==> src/rtl/ysyx_24080006_commit.sv <==
// Commit/trap sequencer between the writeback unit and the CSR file.
// Retires one instruction per handshake and drives the CSR access for it.
// An ecall or mret additionally raises a held redirect to the fetch unit,
// and younger pipeline stages are flushed until the fetch unit accepts it.

package ysyx_24080006_commit_pkg;

    typedef struct packed {
        logic       csr_enable;
        logic [1:0] csr_op;
    } csr_set_t;

    typedef enum logic [2:0] {
        MSTATUS   = 3'd0,
        MTVEC     = 3'd1,
        MEPC      = 3'd2,
        MCAUSE    = 3'd3,
        MVENDORID = 3'd4,
        MARCHID   = 3'd5,
        MINSTRET  = 3'd6,
        MINSTRETH = 3'd7
    } csr_name_e;

endpackage

module ysyx_24080006_commit
    import ysyx_24080006_commit_pkg::*;
#(
    parameter int unsigned REDIRECT_TIMEOUT = 0
) (
    input  logic        clock,
    input  logic        reset,
    input  logic        wb_valid_i,
    output logic        wb_ready_o,
    input  logic [31:0] wb_pc_i,
    input  logic        wb_ecall_i,
    input  logic        wb_mret_i,
    input  csr_set_t    wb_csr_set_i,
    input  logic [11:0] wb_csr_addr_i,
    input  logic [31:0] wb_csr_wdata_i,
    input  logic        wb_rd_en_i,
    output csr_set_t    csr_set_o,
    output csr_name_e   csr_name_o,
    output logic [31:0] csr_wdata_o,
    output logic [31:0] csr_pc_o,
    output logic        csr_ecall_o,
    output logic        csr_mret_o,
    output logic        instret_o,
    input  logic [31:0] csr_rdata_i,
    output logic        rd_wen_o,
    output logic [31:0] rd_wdata_o,
    output logic        csr_illegal_o,
    output logic        flush_o,
    output logic        redirect_valid_o,
    output logic [31:0] redirect_pc_o,
    input  logic        redirect_ready_i,
    output logic        redirect_err_o
);

    typedef enum logic {
        IDLE     = 1'b0,
        REDIRECT = 1'b1
    } state_e;

    state_e      state;
    logic [31:0] timer;
    logic        accept;
    logic        do_ecall;
    logic        do_mret;
    logic        do_csr;
    csr_name_e   addr_name;
    logic        addr_mapped;

    assign wb_ready_o = (state == IDLE);
    assign accept     = wb_valid_i & wb_ready_o;

    // ecall wins over mret, which wins over a CSR operation
    assign do_ecall = accept & wb_ecall_i;
    assign do_mret  = accept & ~wb_ecall_i & wb_mret_i;
    assign do_csr   = accept & ~wb_ecall_i & ~wb_mret_i & wb_csr_set_i.csr_enable;

    // Decode the 12-bit CSR address into the CSR file's name space
    always_comb begin
        addr_name   = MSTATUS;
        addr_mapped = 1'b1;
        case (wb_csr_addr_i)
            12'h300: addr_name = MSTATUS;
            12'h305: addr_name = MTVEC;
            12'h341: addr_name = MEPC;
            12'h342: addr_name = MCAUSE;
            12'hF11: addr_name = MVENDORID;
            12'hF12: addr_name = MARCHID;
            12'hB02: addr_name = MINSTRET;
            12'hB82: addr_name = MINSTRETH;
            default: addr_mapped = 1'b0;
        endcase
    end

    // CSR-side outputs are live only in the accept cycle; everything idles otherwise
    always_comb begin
        csr_set_o     = '0;
        csr_name_o    = MSTATUS;
        csr_wdata_o   = '0;
        csr_pc_o      = wb_pc_i;
        csr_ecall_o   = 1'b0;
        csr_mret_o    = 1'b0;
        instret_o     = 1'b0;
        rd_wen_o      = 1'b0;
        rd_wdata_o    = '0;
        csr_illegal_o = 1'b0;
        if (do_ecall) begin
            csr_ecall_o = 1'b1;
            csr_name_o  = MTVEC;
        end else if (do_mret) begin
            csr_mret_o = 1'b1;
            csr_name_o = MEPC;
            instret_o  = 1'b1;
        end else if (do_csr) begin
            instret_o = 1'b1;
            if (addr_mapped) begin
                csr_set_o   = wb_csr_set_i;
                csr_name_o  = addr_name;
                csr_wdata_o = wb_csr_wdata_i;
                rd_wen_o    = wb_rd_en_i;
                rd_wdata_o  = csr_rdata_i;
            end else begin
                csr_illegal_o = 1'b1;
            end
        end else if (accept) begin
            instret_o = 1'b1;
        end
    end

    // Flush while a trap is being taken and for as long as its redirect is pending
    assign flush_o = do_ecall | do_mret | (state == REDIRECT);

    // Redirect sequencer: captures the trap target and holds it until the fetch unit takes it
    always_ff @(posedge clock) begin
        if (reset) begin
            state            <= IDLE;
            redirect_valid_o <= 1'b0;
            redirect_pc_o    <= '0;
            redirect_err_o   <= 1'b0;
            timer            <= '0;
        end else begin
            case (state)
                IDLE: begin
                    timer <= '0;
                    if (do_ecall) begin
                        state            <= REDIRECT;
                        redirect_valid_o <= 1'b1;
                        redirect_pc_o    <= {csr_rdata_i[31:2], 2'b00};
                    end else if (do_mret) begin
                        state            <= REDIRECT;
                        redirect_valid_o <= 1'b1;
                        redirect_pc_o    <= csr_rdata_i;
                    end
                end
                REDIRECT: begin
                    if (redirect_ready_i) begin
                        state            <= IDLE;
                        redirect_valid_o <= 1'b0;
                        timer            <= '0;
                    end else begin
                        if (timer != '1) begin
                            timer <= timer + 32'd1;
                        end
                        if ((REDIRECT_TIMEOUT != 0) && ((timer + 32'd1) >= REDIRECT_TIMEOUT)) begin
                            redirect_err_o <= 1'b1;
                        end
                    end
                end
                default: begin
                    state            <= IDLE;
                    redirect_valid_o <= 1'b0;
                    timer            <= '0;
                end
            endcase
        end
    end

endmodule
==> config.mk <==
export PLATFORM = sky130hd
export DESIGN_NAME = ysyx_24080006_commit
export DESIGN_NICKNAME = d
export VERILOG_FILES = /design/src/rtl/ysyx_24080006_commit.sv
export SDC_FILE = /design/constraint.sdc
export NUM_CORES = 1
export LEC_CHECK = 0
export ABC_AREA = 0
export BUFFER_PORTS_ARGS = -buffer_cell sky130_fd_sc_hd__buf_2
export CAP_MARGIN = 20
export CELL_PAD_IN_SITES_DETAIL_PLACEMENT = 0
export CELL_PAD_IN_SITES_GLOBAL_PLACEMENT = 2
export CORE_ASPECT_RATIO = 1.25
export CORE_UTILIZATION = 15
export DETAILED_ROUTE_END_ITERATION = 6
export PLACE_DENSITY_LB_ADDON = 0.1
export SLEW_MARGIN = 25
export SYNTH_ARGS = -nofsm -noshare
export SYNTH_HDL_FRONTEND = slang
export SYNTH_SLANG_ARGS = --single-unit
==> constraint.sdc <==
create_clock -name clock -period 2.6 [get_ports clock]
set_clock_uncertainty 0.15 [all_clocks]
set_input_delay 0.52 -clock clock [delete_from_list [all_inputs] [get_ports clock]]
set_output_delay 0.52 -clock clock [all_outputs]
set_load 0.02 [all_outputs]
==> qor.yml <==
p_clk_share_pct: 40.2
critPathLaunch: "wb_csr_addr_i[3]"
cp_top_family: "simple AND/OR/NAND/NOR gates"
relSlewSlack_pct: 50.29
max_cap_viol_count: 0
worstPathBufferInverterCount: 3
reg2reg_slack_ns: 0.84
dieWidth_um: 116.2
fillCellCount: 1792
synth_top_flop_cell: "dfxtp_1"
r2r-end: "redirect_pc_o[3]"
worst_slack_ns: -0.05485
drc: 0
die-area_um2: 16830
core_area_um2: 15760
slew_violations: 0
grt_pass1_vias: 2844
cp_slowest_cell: "or4b_4"
h-tree-depth: 2
initial_core_util_pct: 15.53
clock-sinks: 34
status: "complete, but fails checks"
ant_nets: 0
die_h_um: 144.8
ioPinCount: 261
clkLatencyLatePin_ns: 0.28
grt_pass1_wl_um: 15580
rsz0062_at_grt: "yes"
synth-warning-count: 0
syn2layout_area_growth_pct: 72.09
post-route-period-util_pct: 102.1
clk_pin_slew_ns: 0.06
syn_area_um2: 2447
routabilityCongestion: 0.6914
tightest_slew_ns: 0.7457
drive_above_1_share_pct: 52.40
power-per-cell-area_nw_per_um2: 365.1
cts_buffers: 5
start_kind: "primary input"
regArea_um2: 680.7
rows: 51
drt_pre_antenna_iters: 6
seqPwrFrac_pct: 37.2
overflow: 0
synth_nets: 495
path_depth: 7
track_usage_pct: 12.05
critPathArrivalTime_ns: 1.98
combPwrFrac_pct: 22.6
fin_util_pct: 26.72
timing.critical_path.to: "csr_wdata_o[4]"
cts_tree: "built"
io_buffers: 195
ys_ff_latch: 34
p_leak_nw: 1.773
clockBufferDepth: 2
max_freq_ghz: 0.3767
grt_max_degree: 36
dr_total_vias: 3084
netSwitchingPower_uw: 468.3
critical_path_class: "in2out"
diodes: 0
first_iter_violations: 73
cts-root-buf: "clkbuf_16"
synth.distinct_cells: 36
path_cells: "buf_8 > or4b_4 > nor3_4 > o21ai_4 > buf_12 > a21oi_1 > buf_4"
finalSetupViolCount: 65
finalHoldViolCount: 0
final.min_clock_period_ns: 2.655
synth_seq_area_share_pct: 27.81
min_path_type: "reg2reg"
dp_hpwl_um: 8010
switching_share_pct: 30.46
post_drt_wl_per_cell_um: 14.27
vias_per_cell: 4.090
synth_edf_count: 0
max-vdd-ir-drop_uv: 224.8
reg2regPathDepth: 6
r2r-start: "state"
end_kind: "output port"
post-place-ws_ns: -0.2653
crit_fanout: 20
antenna_found_initial: 0
cpPeakStageDelay_ns: 0.54
critPathRequiredTime_ns: 1.93
intPower_mw: 1.069
synthCells: 377
routed_wl_um: 10760
syn_area_per_cell_um2: 6.492
async_reset_ff_share_pct: 0
multi_input_area_um2: 1544
nets: 659
violations: "negative setup slack"
==> sequential cells by signal (all words and copies together) (netlist names) <==
name / flops
redirect_pc_o: 32
redirect_valid_o: 1
state: 1
==> layout by cell type, fill, tap and decap left out, types with 3 or more instances in the layout <==
master     count
inv_1          3
nand3_1        6
nand2_1      133
buf_2        125
dfxtp_1       34
buf_12         8
a21oi_1       61
buf_6         24
nor2_1         4
clkbuf_16      5
buf_4         63
a21oi_2       38
==> worst min-delay path by stage <==
stage                      start                 to  depth (start not counted)  slack, ns
5_1_grt         redirect_pc_o[9]   redirect_pc_o[9]                          2       0.31
6_report        redirect_pc_o[8]   redirect_pc_o[8]                          2       0.30
2_1_floorplan  redirect_pc_o[10]  redirect_pc_o[10]                          2       0.38
4_1_cts         redirect_pc_o[9]   redirect_pc_o[9]                          2       0.30
3_3_place_gp    redirect_pc_o[5]   redirect_pc_o[5]                          2       0.28
3_5_place_dp    redirect_pc_o[9]   redirect_pc_o[9]                          2       0.29
==> layout make-up <==
cell class	count	share of cell area, %
Inverter	3	0.2674
Clock inverter	2	0.2971
Timing Repair Buffer	222	37.02
Multi-Input combinational cell	275	36.66
Tap cell	212	6.298
Sequential cell	34	16.16
Clock buffer	6	3.298
==> metrics by stage <==
step	power, mW	TNS (ns)	instances	cell area, µm²	hold slack [ns]
2_1_floorplan	0.8129	-2.244	377	2482	0.3802
3_3_place_gp	0.9204	-11.59	742	3626	0.2850
3_5_place_dp	0.9212	-14.06	742	3626	0.2898
4_1_cts	1.577	-7.410	752	4024	0.2982
5_1_grt	1.642	-6.734	754	4212	0.3082
6_report	1.538	-1.698	754	4212	0.2967
==> kinds of logic (layout without fill, tap and decap cells) <==
kind of cell	after synthesis	in the layout	synth area share, %
xor+xnor	2	2	0.7159
other cells	1	1	0.1532
compound gates	108	108	25.92
buf+inv	68	233	16.67
simple gates	164	164	28.73
flops	34	34	27.81
==> what timing repair did <==
action	4_1_cts	5_1_grt
pin swaps	4	4
hold buffers	0	0
buffers inserted	2	2
setup endpoints to repair	71	72
hold endpoints to repair	0	0
resized for setup	76	45
==> synthesized netlist by cell type (2+ instances only) <==
master    instances  area (µm²)
nand2_1         133       499.2
a21oi_1          81       405.4
dfxtp_1          34       680.7
buf_4            33       247.7
clkbuf_1         23       86.33
a21oi_2          20       175.2
nand3_1           6       30.03
buf_2             5       25.02
nor2_1            4       15.01
and3_1            3       18.77
buf_6             3       33.78
inv_1             3       11.26
nand3b_1          2       15.01
nand4_1           2       12.51
nor3b_1           2       15.01
nor4_1            2       12.51
xnor2_1           2       17.52
==> power groups by stage <==
stage / combinational, mW / sequential, mW / clock, mW
floorplan: 0.191 / 0.622 / 0
global placement: 0.339 / 0.582 / 0
detailed placement: 0.339 / 0.583 / 0
CTS: 0.348 / 0.572 / 0.656
global route: 0.384 / 0.577 / 0.681
finish: 0.347 / 0.572 / 0.619
==> worst register-to-register path, delay by kind of cell (launching register included) <==
family                 cells  cell delay [ns]
AOI/OAI and AO/OA          2             0.27
buffers and inverters      2             0.49
DFF                        1             0.42
and+or+nand+nor            2             0.36
==> layer usage <==
layer,routed length (µm),share of wire (%),global-route usage (%),vias up
met1,4434,41,14.12,1409
met2,5396,50,21.52,127
met3,863,8.0,3.790,8
met5,0,0,0,-
li1,-,-,-,1540
met4,62,0.58,1.957,0
Power figures use the tool's default switching activity.
